**config.mk**
```make
export PLATFORM = sky130hd
export DESIGN_NAME = uart_transceiver_param_flat
export DESIGN_NICKNAME = d
export VERILOG_FILES = /design/src/rtl/uart_transceiver_param_if.sv /design/src/rtl/uart_transceiver_param.sv /design/src/flat_wrapper.sv
export SDC_FILE = /design/constraint.sdc
export NUM_CORES = 1
export LEC_CHECK = 0
export ABC_AREA = 1
export ABC_CLOCK_PERIOD_IN_PS = 50400
export CORE_UTILIZATION = 66
export DETAILED_ROUTE_END_ITERATION = 8
export PLACE_DENSITY = 0.81
export SYNTH_ARGS = -nofsm -noshare
export SYNTH_HDL_FRONTEND = slang
export SYNTH_SLANG_ARGS = --single-unit
export TNS_END_PERCENT = 20
```
**constraint.sdc**
```tcl
create_clock -name clk -period 50.4 [get_ports clk]
set_input_delay 10.08 -clock clk [delete_from_list [all_inputs] [get_ports clk]]
set_output_delay 10.08 -clock clk [all_outputs]
set_load 0.02 [all_outputs]
```
**src/rtl/uart_transceiver_param_if.sv**
```systemverilog
// Host-side bundle of the UART transceiver: TX FIFO write port and RX word port.
// The master drives requests, the slave (transceiver) returns status and data.
interface uart_transceiver_param_if #(
    parameter int DATA_BITS = 8
);
    logic                 Tx_EN;
    logic                 Tx_WR;
    logic [DATA_BITS-1:0] Tx_DATA;
    logic                 Tx_BUSY;
    logic                 Tx_IDLE;
    logic                 Rx_EN;
    logic                 Rx_RD;
    logic [DATA_BITS-1:0] Rx_DATA;
    logic                 Rx_VALID;
    logic                 Rx_FERROR;
    logic                 Rx_PERROR;
    logic                 Rx_OVERRUN;

    modport master (
        output Tx_EN, Tx_WR, Tx_DATA, Rx_EN, Rx_RD,
        input  Tx_BUSY, Tx_IDLE, Rx_DATA, Rx_VALID,
        input  Rx_FERROR, Rx_PERROR, Rx_OVERRUN
    );

    modport slave (
        input  Tx_EN, Tx_WR, Tx_DATA, Rx_EN, Rx_RD,
        output Tx_BUSY, Tx_IDLE, Rx_DATA, Rx_VALID,
        output Rx_FERROR, Rx_PERROR, Rx_OVERRUN
    );
endinterface

```
**src/rtl/uart_transceiver_param.sv**
```systemverilog
// Parametrised UART: FIFO-buffered TX, 16x oversampled RX, runtime baud/parity.
// Each direction latches its divisor and parity mode at frame start.
module uart_transceiver_param #(
    parameter int CLK_FREQ   = 50_000_000,
    parameter int DATA_BITS  = 8,
    parameter int STOP_BITS  = 1,
    parameter int FIFO_DEPTH = 4
) (
    input  logic       clk,
    input  logic       reset,
    input  logic [2:0] baud_select,
    input  logic [1:0] parity_mode,
    input  logic       loopback,
    output logic       Tx_D,
    input  logic       Rx_D,
    uart_transceiver_param_if.slave host
);
    localparam int AW = $clog2(FIFO_DEPTH);

    function automatic logic [31:0] div_of(input logic [2:0] sel);
        int baud;
        int d;
        case (sel)
            3'd0:    baud = 300;
            3'd1:    baud = 1200;
            3'd2:    baud = 4800;
            3'd3:    baud = 9600;
            3'd4:    baud = 19200;
            3'd5:    baud = 38400;
            3'd6:    baud = 57600;
            default: baud = 115200;
        endcase
        d = CLK_FREQ / (16 * baud);
        return (d < 1) ? 32'd1 : 32'(d);
    endfunction

    typedef enum logic [2:0] {
        T_IDLE, T_START, T_DATA, T_PAR, T_STOP
    } tx_state_t;

    typedef enum logic [2:0] {
        R_IDLE, R_START, R_DATA, R_PAR, R_STOP
    } rx_state_t;

    // ---------------- TX FIFO ----------------
    logic [DATA_BITS-1:0] mem [FIFO_DEPTH];
    logic [AW:0]          wr_ptr, rd_ptr;
    logic                 empty, full, push, pop;
    logic [DATA_BITS-1:0] head;

    assign empty = (wr_ptr == rd_ptr);
    assign full  = (wr_ptr[AW] != rd_ptr[AW]) &&
                   (wr_ptr[AW-1:0] == rd_ptr[AW-1:0]);
    assign head  = mem[rd_ptr[AW-1:0]];
    assign push  = host.Tx_WR && (!full || pop);

    always_ff @(posedge clk) begin
        if (push)
            mem[wr_ptr[AW-1:0]] <= host.Tx_DATA;
    end

    always_ff @(posedge clk) begin
        if (reset) begin
            wr_ptr <= '0;
            rd_ptr <= '0;
        end else begin
            if (push) wr_ptr <= wr_ptr + 1'b1;
            if (pop)  rd_ptr <= rd_ptr + 1'b1;
        end
    end

    // ---------------- TX FSM ----------------
    tx_state_t            tx_state;
    logic                 tx_line;
    logic [31:0]          tx_div, tx_divcnt;
    logic [3:0]           tx_tcnt, tx_bcnt;
    logic [DATA_BITS-1:0] tx_shift;
    logic                 tx_par_en, tx_par_bit;
    logic                 tx_tick, tx_bit_end, tx_can_start;

    assign tx_tick    = (tx_divcnt == tx_div - 32'd1);
    assign tx_bit_end = (tx_state != T_IDLE) && tx_tick && (tx_tcnt == 4'd15);
    // A new frame may start from IDLE or straight out of the last stop bit
    assign tx_can_start = (tx_state == T_IDLE) ||
        (tx_state == T_STOP && tx_bit_end && tx_bcnt == 4'(STOP_BITS - 1));
    assign pop = tx_can_start && !empty && host.Tx_EN;

    always_ff @(posedge clk) begin
        if (reset) begin
            tx_state   <= T_IDLE;
            tx_line    <= 1'b1;
            tx_div     <= 32'd1;
            tx_divcnt  <= '0;
            tx_tcnt    <= '0;
            tx_bcnt    <= '0;
            tx_shift   <= '0;
            tx_par_en  <= 1'b0;
            tx_par_bit <= 1'b0;
        end else begin
            if (tx_state != T_IDLE) begin
                if (tx_tick) begin
                    tx_divcnt <= '0;
                    tx_tcnt   <= tx_tcnt + 4'd1;
                end else begin
                    tx_divcnt <= tx_divcnt + 32'd1;
                end
            end
            if (pop) begin
                tx_state   <= T_START;
                tx_line    <= 1'b0;
                tx_shift   <= head;
                tx_par_en  <= parity_mode[0] ^ parity_mode[1];
                tx_par_bit <= (parity_mode == 2'b10) ? ~^head : ^head;
                tx_div     <= div_of(baud_select);
                tx_divcnt  <= '0;
                tx_tcnt    <= '0;
                tx_bcnt    <= '0;
            end else if (tx_bit_end) begin
                case (tx_state)
                    T_START: begin
                        tx_state <= T_DATA;
                        tx_line  <= tx_shift[0];
                        tx_bcnt  <= '0;
                    end
                    T_DATA: begin
                        if (tx_bcnt == 4'(DATA_BITS - 1)) begin
                            tx_bcnt <= '0;
                            if (tx_par_en) begin
                                tx_state <= T_PAR;
                                tx_line  <= tx_par_bit;
                            end else begin
                                tx_state <= T_STOP;
                                tx_line  <= 1'b1;
                            end
                        end else begin
                            tx_bcnt  <= tx_bcnt + 4'd1;
                            tx_shift <= tx_shift >> 1;
                            tx_line  <= tx_shift[1];
                        end
                    end
                    T_PAR: begin
                        tx_state <= T_STOP;
                        tx_line  <= 1'b1;
                        tx_bcnt  <= '0;
                    end
                    T_STOP: begin
                        if (tx_bcnt == 4'(STOP_BITS - 1))
                            tx_state <= T_IDLE;
                        else
                            tx_bcnt <= tx_bcnt + 4'd1;
                    end
                    default: tx_state <= T_IDLE;
                endcase
            end
        end
    end

    assign Tx_D         = loopback | tx_line;
    assign host.Tx_BUSY = full;
    assign host.Tx_IDLE = empty && (tx_state == T_IDLE);

    // ---------------- RX ----------------
    rx_state_t            rx_state;
    logic                 rx_s1, rx_s2;
    logic [31:0]          rx_div, rx_divcnt;
    logic [3:0]           rx_tcnt, rx_bcnt;
    logic [DATA_BITS-1:0] rx_shift;
    logic                 rx_par_en, rx_par_odd, rx_par_bit;
    logic                 rx_tick, rx_sample, rx_done;

    assign rx_tick   = (rx_divcnt == rx_div - 32'd1);
    assign rx_sample = rx_tick && (rx_tcnt == 4'd15);
    assign rx_done   = host.Rx_EN && (rx_state == R_STOP) && rx_sample;

    always_ff @(posedge clk) begin
        if (reset) begin
            rx_s1      <= 1'b1;
            rx_s2      <= 1'b1;
            rx_state   <= R_IDLE;
            rx_div     <= 32'd1;
            rx_divcnt  <= '0;
            rx_tcnt    <= '0;
            rx_bcnt    <= '0;
            rx_shift   <= '0;
            rx_par_en  <= 1'b0;
            rx_par_odd <= 1'b0;
            rx_par_bit <= 1'b0;
            host.Rx_DATA    <= '0;
            host.Rx_VALID   <= 1'b0;
            host.Rx_FERROR  <= 1'b0;
            host.Rx_PERROR  <= 1'b0;
            host.Rx_OVERRUN <= 1'b0;
        end else begin
            rx_s1 <= loopback ? tx_line : Rx_D;
            rx_s2 <= rx_s1;
            if (!host.Rx_EN) begin
                rx_state <= R_IDLE;
            end else begin
                if (rx_state != R_IDLE) begin
                    if (rx_tick) begin
                        rx_divcnt <= '0;
                        rx_tcnt   <= rx_tcnt + 4'd1;
                    end else begin
                        rx_divcnt <= rx_divcnt + 32'd1;
                    end
                end
                case (rx_state)
                    R_IDLE: if (!rx_s2) begin
                        rx_state   <= R_START;
                        rx_div     <= div_of(baud_select);
                        rx_par_en  <= parity_mode[0] ^ parity_mode[1];
                        rx_par_odd <= (parity_mode == 2'b10);
                        rx_divcnt  <= '0;
                        rx_tcnt    <= '0;
                        rx_bcnt    <= '0;
                    end
                    // Mid start bit: a line back at 1 was only a glitch
                    R_START: if (rx_tick && rx_tcnt == 4'd7) begin
                        if (rx_s2) begin
                            rx_state <= R_IDLE;
                        end else begin
                            rx_state <= R_DATA;
                            rx_tcnt  <= '0;
                        end
                    end
                    R_DATA: if (rx_sample) begin
                        rx_shift <= {rx_s2, rx_shift[DATA_BITS-1:1]};
                        if (rx_bcnt == 4'(DATA_BITS - 1))
                            rx_state <= rx_par_en ? R_PAR : R_STOP;
                        else
                            rx_bcnt <= rx_bcnt + 4'd1;
                    end
                    R_PAR: if (rx_sample) begin
                        rx_par_bit <= rx_s2;
                        rx_state   <= R_STOP;
                    end
                    R_STOP: if (rx_sample) rx_state <= R_IDLE;
                    default: rx_state <= R_IDLE;
                endcase
            end
            if (rx_done) begin
                host.Rx_DATA    <= rx_shift;
                host.Rx_FERROR  <= !rx_s2;
                host.Rx_PERROR  <= rx_par_en &&
                    ((^rx_shift ^ rx_par_bit) != rx_par_odd);
                host.Rx_VALID   <= 1'b1;
                host.Rx_OVERRUN <= !host.Rx_RD &&
                    (host.Rx_OVERRUN || host.Rx_VALID);
            end else if (host.Rx_RD) begin
                host.Rx_VALID   <= 1'b0;
                host.Rx_OVERRUN <= 1'b0;
            end
        end
    end
endmodule

```
**src/flat_wrapper.sv**
```systemverilog
// flat-port wrapper written by rule: the top's interface ports become plain ports
module uart_transceiver_param_flat 
#(
    parameter int CLK_FREQ   = 50_000_000,
    parameter int DATA_BITS  = 8,
    parameter int STOP_BITS  = 1,
    parameter int FIFO_DEPTH = 4
)
  (clk, reset, baud_select, parity_mode, loopback, Tx_D, Rx_D, host_Tx_EN, host_Tx_WR, host_Tx_DATA, host_Rx_EN, host_Rx_RD, host_Tx_BUSY, host_Tx_IDLE, host_Rx_DATA, host_Rx_VALID, host_Rx_FERROR, host_Rx_PERROR, host_Rx_OVERRUN);
  uart_transceiver_param_if #(.DATA_BITS(DATA_BITS)) host_i ();
  input  logic clk;
  input  logic reset;
  input  logic [2:0] baud_select;
  input  logic [1:0] parity_mode;
  input  logic loopback;
  output logic Tx_D;
  input  logic Rx_D;
  input wire logic [$bits(host_i.Tx_EN)-1:0] host_Tx_EN;
  input wire logic [$bits(host_i.Tx_WR)-1:0] host_Tx_WR;
  input wire logic [$bits(host_i.Tx_DATA)-1:0] host_Tx_DATA;
  input wire logic [$bits(host_i.Rx_EN)-1:0] host_Rx_EN;
  input wire logic [$bits(host_i.Rx_RD)-1:0] host_Rx_RD;
  output wire logic [$bits(host_i.Tx_BUSY)-1:0] host_Tx_BUSY;
  output wire logic [$bits(host_i.Tx_IDLE)-1:0] host_Tx_IDLE;
  output wire logic [$bits(host_i.Rx_DATA)-1:0] host_Rx_DATA;
  output wire logic [$bits(host_i.Rx_VALID)-1:0] host_Rx_VALID;
  output wire logic [$bits(host_i.Rx_FERROR)-1:0] host_Rx_FERROR;
  output wire logic [$bits(host_i.Rx_PERROR)-1:0] host_Rx_PERROR;
  output wire logic [$bits(host_i.Rx_OVERRUN)-1:0] host_Rx_OVERRUN;
  assign host_i.Tx_EN = host_Tx_EN;
  assign host_i.Tx_WR = host_Tx_WR;
  assign host_i.Tx_DATA = host_Tx_DATA;
  assign host_i.Rx_EN = host_Rx_EN;
  assign host_i.Rx_RD = host_Rx_RD;
  assign host_Tx_BUSY = host_i.Tx_BUSY;
  assign host_Tx_IDLE = host_i.Tx_IDLE;
  assign host_Rx_DATA = host_i.Rx_DATA;
  assign host_Rx_VALID = host_i.Rx_VALID;
  assign host_Rx_FERROR = host_i.Rx_FERROR;
  assign host_Rx_PERROR = host_i.Rx_PERROR;
  assign host_Rx_OVERRUN = host_i.Rx_OVERRUN;
  uart_transceiver_param #(.CLK_FREQ(CLK_FREQ), .DATA_BITS(DATA_BITS), .STOP_BITS(STOP_BITS), .FIFO_DEPTH(FIFO_DEPTH)) u_core (.clk(clk), .reset(reset), .baud_select(baud_select), .parity_mode(parity_mode), .loopback(loopback), .Tx_D(Tx_D), .Rx_D(Rx_D), .host(host_i));
endmodule
```
* After elaboration in Yosys (flattened, before gate mapping) *
Memories as Yosys holds them, arrays and structs flattened. A register that Yosys moved wholly into a read port is not among the register bits.
Index checks and enable logic that the tools add are counted.

storage, ports and cells
  flip-flop bits (word level) = 192
  memory bits (writable) = 32
  input bits = 21
  output and inout bits = 15
  logic and storage cells = 197
  memories = 1

cells by class
  add/subtract/negate cells = 10
  divide/modulo/power cells = 2
  magnitude comparators = 2
  equal/unequal tests = 39
  muxes and demuxes = 59
  bitwise logic cells = 5
  reduce and logical (&&, ||, !) cells = 51

memory list
  name        depth  bits a word  rd ports  clocked after Yosys merged registers in  wr ports  line                          text
  u_core.mem  4      8            1         1                                        1         uart_transceiver_param.sv:46  logic [DATA_BITS-1:0] mem [FIFO_DEPTH];

operators by type and width
  operator                                                                       count
  32-bit 2-to-1 mux                                                              7
  28-bit 2-to-1 mux                                                              6
  17-bit one-hot mux with 7 select lines                                         1
  32-bit by 1-bit adder with 32-bit output, second input constant                2
  27-bit by 32-bit divider with 32-bit output, first input constant              2
  32-bit equality test                                                           2
  32-bit by 2-bit less-than comparator with 1-bit output, second input constant  2
  32-bit by 1-bit subtractor with 32-bit output, second input constant           2
  4-bit 2-to-1 mux                                                               9
  8-bit 2-to-1 mux                                                               4
  3-bit 2-to-1 mux                                                               10
  3-bit AND reduction                                                            7
  3-bit by 2-bit equality test with 1-bit output, second input constant          6
  4-bit by 1-bit adder with 4-bit output, second input constant                  4
  4-bit one-hot mux with 2 select lines                                          2
  8-bit parity                                                                   2
  3-bit equality test, second input constant                                     5
  1-bit logical AND                                                              15
  3-bit one-hot mux with 5 select lines                                          1
  2-bit by 1-bit inequality test with 1-bit output, second input constant        7
  1-bit 2-to-1 mux                                                               13
  4-bit by 3-bit equality test with 1-bit output, second input constant          3
  3-bit one-hot mux with 4 select lines                                          1
  4-bit one-hot mux with 3 select lines                                          1
  other kinds (27)                                                               54

* Longest topological paths before layout *
  depth after elaboration = 14
  mapped depth = 280
  gate-level depth less buffers = 263

* Worst setup path before layout *
Ideal clock, no wire load.

  kind = input to register
  from = input port baud_select[1]
  to = register u_core.tx_div[1]
  library setup time = 113 ps
  arrival time = 43038 ps
  data required time = 50287 ps
  setup slack = 7249 ps
  cell stages on the path = 263
  buffers on the path = 20
  path through = inv_1 -> ha_1 -> nand2_2 -> nand2_1 -> nor2_1 -> ha_1 -> inv_1 -> nor2_1 -> a21oi_2 -> nor2_2 -> nand3_1 -> inv_1 -> ha_1 -> nand3_1 -> and3_1 -> nand2_1 -> nand3_1 -> nand2_2 -> (+227 left out) -> nand3_4 -> buf_6 -> buf_6 -> nand2_1 -> o21ai_1 -> ha_1 -> a21oi_1 -> nor2_1 -> a211oi_1 -> o221ai_1 -> nand4_1 -> nand2_1 -> a21oi_1 -> nand2_1 -> nand2_1 -> nand3_2 -> nand3_1 -> nand2_1

on the way
  word-level cells in the longest chain between the ends = 7
  elaborated cells on any way between the ends = 13
  classes of those cells = 1 x div; 1 x order compare; 6 x eq/ne; 4 x mux; 1 x reduce/logical

ends and longest elaborated chain
  element                                                 line                           text
  start, declared                                         flat_wrapper.sv:13             input logic [2:0] baud_select;
  3-bit equality test, or another cell as far along       uart_transceiver_param.sv:23   case (sel)
  17-bit one-hot mux with 7 select lines (*)              uart_transceiver_param.sv:23
  28-bit 2-to-1 mux (*)                                   uart_transceiver_param.sv:108  if (pop) begin
  28-bit 2-to-1 mux (*)                                   uart_transceiver_param.sv:89   if (reset) begin
  27-bit by 32-bit divider with 32-bit output (*)         uart_transceiver_param.sv:33   d = CLK_FREQ / (16 * baud);
  32-bit by 2-bit less-than comparator with 1-bit output  uart_transceiver_param.sv:34   return (d < 1) ? 32'd1 : 32'(d);
  32-bit 2-to-1 mux (*)                                   uart_transceiver_param.sv:34
  end signal, assigned                                    uart_transceiver_param.sv:114  tx_div <= div_of(baud_select);
  end, declared                                           uart_transceiver_param.sv:75   logic [31:0] tx_div, tx_divcnt;

Mark *: on every way between the ends. The rest lies on a longest branch, timed or not. The select of a mux whose other input is x is not followed.
A chain may end at the register's enable or synchronous reset.

* Worst setup path after layout *
  from = input port baud_select[2]
  to = register u_core.tx_div[1]

Same word-level chain as after synthesis.

==> impl_metrics.csv <==
group,metric,value,unit
run_status,status,"finished clean",
logic_synthesis,synthXorXnorAreaFrac,8.73,%
logic_synthesis,synth_compound_area_share,16.5,%
clock_network,htreeDepth,1,
cells_and_area,fin_nets,4257,
clock_network,cts_buffer_depth,3,
cells_and_area,stdcell_area,26600,sq um
floorplanning,die_area,39100,sq um
logic_synthesis,syn_avg_cell_area,6.30,sq um
logic_synthesis,syn_inst,4014,
logic_synthesis,synth_top_area_share,14.4,%
hold_path,whs_path_depth,1,
routing,dr.first_iter.drc_count,2452,
global_routing,grt-busiest-layer,"met2",
clock_network,cts_buffers,20,
timing,slew_violations,0,
global_routing,grt_max_degree,44,
logic_synthesis,synth.area.mux_share,0.119,%
timing,max-slew-margin-rel,23.0,%
cells_and_area,fill_cells,3503,
cells_and_area,drive_above_1_share,6.79,%
critical_path,r2r_cells,23,
timing,fin_skew,0.0254,ns
floorplanning,fp-row-count,71,
critical_path,critPathSlowestCell,"clkdlybuf4s50_1",
placed_design,io_buffers,35,
run,drv_cap,0,
logic_synthesis,synthDistinctLibCells,75,
logic_synthesis,synth_seq_cells,214,
critical_path,path_class,"input pin to flip-flop",
clock_network,clkTransAtPathRegs,0.06,ns
routing,drc_errors,0,
routing,via_per_inst,5.79,
critical_path,cp.arrival,47.22,ns
global_routing,grt_pass1_vias,24080,
clock_network,cts_tree,"done",
critical_path,cp_common_cell,"nand2_1",
timing,layout_min_cycle_time,46.84,ns
logic_synthesis,synth_area_leaders,"dfxtp_1 (14%), nand2_1 (14%), ha_1 (11%)",
clock_network,root_buffer,"clkbuf_16",
critical_path,crit_path_end_kind,"flip-flop",
clock_network,clkLatencyLatePin,0.51,ns
routing,wl,73300,um
global_routing,grt_util_met3,4.63,%
routing,antenna_left,0,
routing,dr.pass1.iters,6,
critical_path,start_kind,"input pin",
timing,hold_viol_final,0,
timing,worst_pin_slew,1.15,ns
timing,hold_slack,0.427,ns
logic_synthesis,synth_fa_ha_area_share,10.5,%
logic_synthesis,ys.warnings.count,0,
global_routing,met1_usage,46.2,%
floorplanning,start_util,67.2,%
logic_synthesis,synthesis.area,25300,sq um
floorplanning,core_area,37700,sq um
logic_synthesis,synth_top_family_by_area,"simple AND/OR/NAND/NOR gates",
routing,wl_per_cell,16.1,um
placed_design,dp_hpwl,56100,um
global_routing,grt_overflow,0,
logic_synthesis,synth_top_flop_cell,"dfxtp_1",
floorplanning,dieHeight,198,um
global_routing,grt_pass1_wl,118000,um
timing,max_freq,0.0214,GHz
logic_synthesis,synthSimpleGateAreaFrac,35.4,%
timing,fin_crit_sh,92.9,%
placed_design,gp_congestion,1.00,
logic_synthesis,yosysTopAreaCell,"dfxtp_1",
logic_synthesis,synthArstFlopShare,0,%
critical_path,max_stage_delay,0.59,ns
placed_design,placed_area,25800,sq um
critical_path,worstPathRequired,50.78,ns
logic_synthesis,yosysSeqAreaShare,18.2,%
global_routing,antenna_found_initial,4,
clock_network,clock_sinks,214,
timing,finalSetupViolCount,0,
critical_path,critPathMaxFanout,42,
routing,vias,26351,
hold_path,hold_path_class,"flip-flop to flip-flop",
floorplanning,die_x,198,um
global_routing,grt.total_usage,36.7,%
logic_synthesis,synth_edf_count,32,
cells_and_area,area_delta_synth_final,5.29,%
global_routing,use_met2,62.7,%
floorplanning,ios,36,
logic make-up after synthesis:
logic type,count (synthesis)
buffers and inverters,632
xor gates and xnor gates,252
and+or+nand+nor,1979
muxes,3
other,1
adders and majority gates,213
AOI/OAI and AO/OA,720
DFF,214
final cells by class:
cell class                 instances  area, sq um  share of cell area, %
tap                              511          639                   2.40
multi-input combinational       3177        18100                   68.1
clock inverter                     3         17.5                 0.0658
antenna                            2         5.00                 0.0188
clock buffer                      33          602                   2.26
sequential                       214         4600                   17.3
inverter                         549         2080                   7.83
timing repair buffer              61          547                   2.05
state kept, by name (all words and copies together), names as in the netlist, 4 cells and up, named ones only:
name                 cells
u_core.tx_shift          8
u_core.tx_divcnt        32
u_core.rx_tcnt           4
u_core.tx_div           26
u_core.mem              32
u_core.tx_bcnt           4
u_core.tx_tcnt           4
u_core.rx_shift          8
u_core.rx_div           26
u_core.host.Rx_DATA      8
u_core.rx_divcnt        32
u_core.rx_bcnt           4
critical path: cells and delay by family:
family          cells  cell delay [ns]
simple gates      124            15.90
fa+ha+maj          19             5.97
compound gates     62             9.92
xor+xnor            2             0.25
buf+inv            40             4.73
mux                 1             0.22
through the flow:
stage / TNS [ns] / util, % / worst slack (ns) / instances
6_report: 0 / 70.7 / 3.56 / 4550
3_3_place_gp: 0 / 68.6 / 2.26 / 4501
4_1_cts: 0 / 70.3 / 1.93 / 4537
2_1_floorplan: 0 / - / 7.25 / 4019
3_5_place_dp: 0 / 68.6 / 1.51 / 4501
5_1_grt: -0.178 / 70.7 / -0.105 / 4548
path summary, 6_finish.rpt:
kind / startpoint / to / slack (ns)
max: baud_select[2] / u_core.tx_div[1] / 3.56
min reg2reg: u_core.rx_s1 / u_core.rx_s2 / 0.43
min: u_core.rx_s1 / u_core.rx_s2 / 0.43
max reg2reg: u_core.tx_div[1] / u_core.tx_divcnt[21] / 42.68
metal layers:
| layer | share of wire, % | up-vias |
|---|---|---|
| met4 | 4.6 | 2 |
| met2 | 45 | 956 |
| met1 | 43 | 11849 |
| met3 | 7.4 | 194 |
| met5 | 0.016 | - |
| li1 | - | 13350 |
synthesized netlist by cell type (13+ instances only):
library cell,number
nor4_1,25
ha_1,213
nor3_1,95
dfxtp_1,182
inv_1,522
nand2_2,57
xnor2_1,100
clkbuf_1,35
nand3_2,24
a21oi_1,215
inv_2,20
o22ai_1,33
nor2_4,13
or2_2,46
a211oi_1,29
a31oi_1,19
o21bai_1,20
nand3_1,240
nor2_2,15
o21ai_1,18
buf_6,29
o21ai_0,279
o211ai_1,15
nand4_1,77
xor2_1,152
nor2_1,388
nand2_1,942
edfxtp_1,32
cells in the final DEF (no fill, tap or decap), types with 33 or more instances in the layout:
| cell | count |
|---|---|
| xnor2_1 | 100 |
| clkdlybuf4s50_1 | 33 |
| nor3_1 | 95 |
| o21ai_0 | 277 |
| dfxtp_1 | 182 |
| nand3_1 | 240 |
| or2_2 | 46 |
| o22ai_1 | 33 |
| nand2_1 | 942 |
| inv_1 | 521 |
| xor2_1 | 152 |
| nand4_1 | 77 |
| a21oi_1 | 215 |
| ha_1 | 211 |
| nand2_2 | 57 |
| nor2_1 | 386 |
what timing repair did:
action / in CTS / in global routing
gates resized for setup: 0 / 27
setup endpoints to repair: 0 / 4
buffers inserted: 0 / 7
hold buffers: 0 / 0
Power is not shown: default switching activity piles up to over one toggle a cycle in this logic, so the estimate is an artifact.
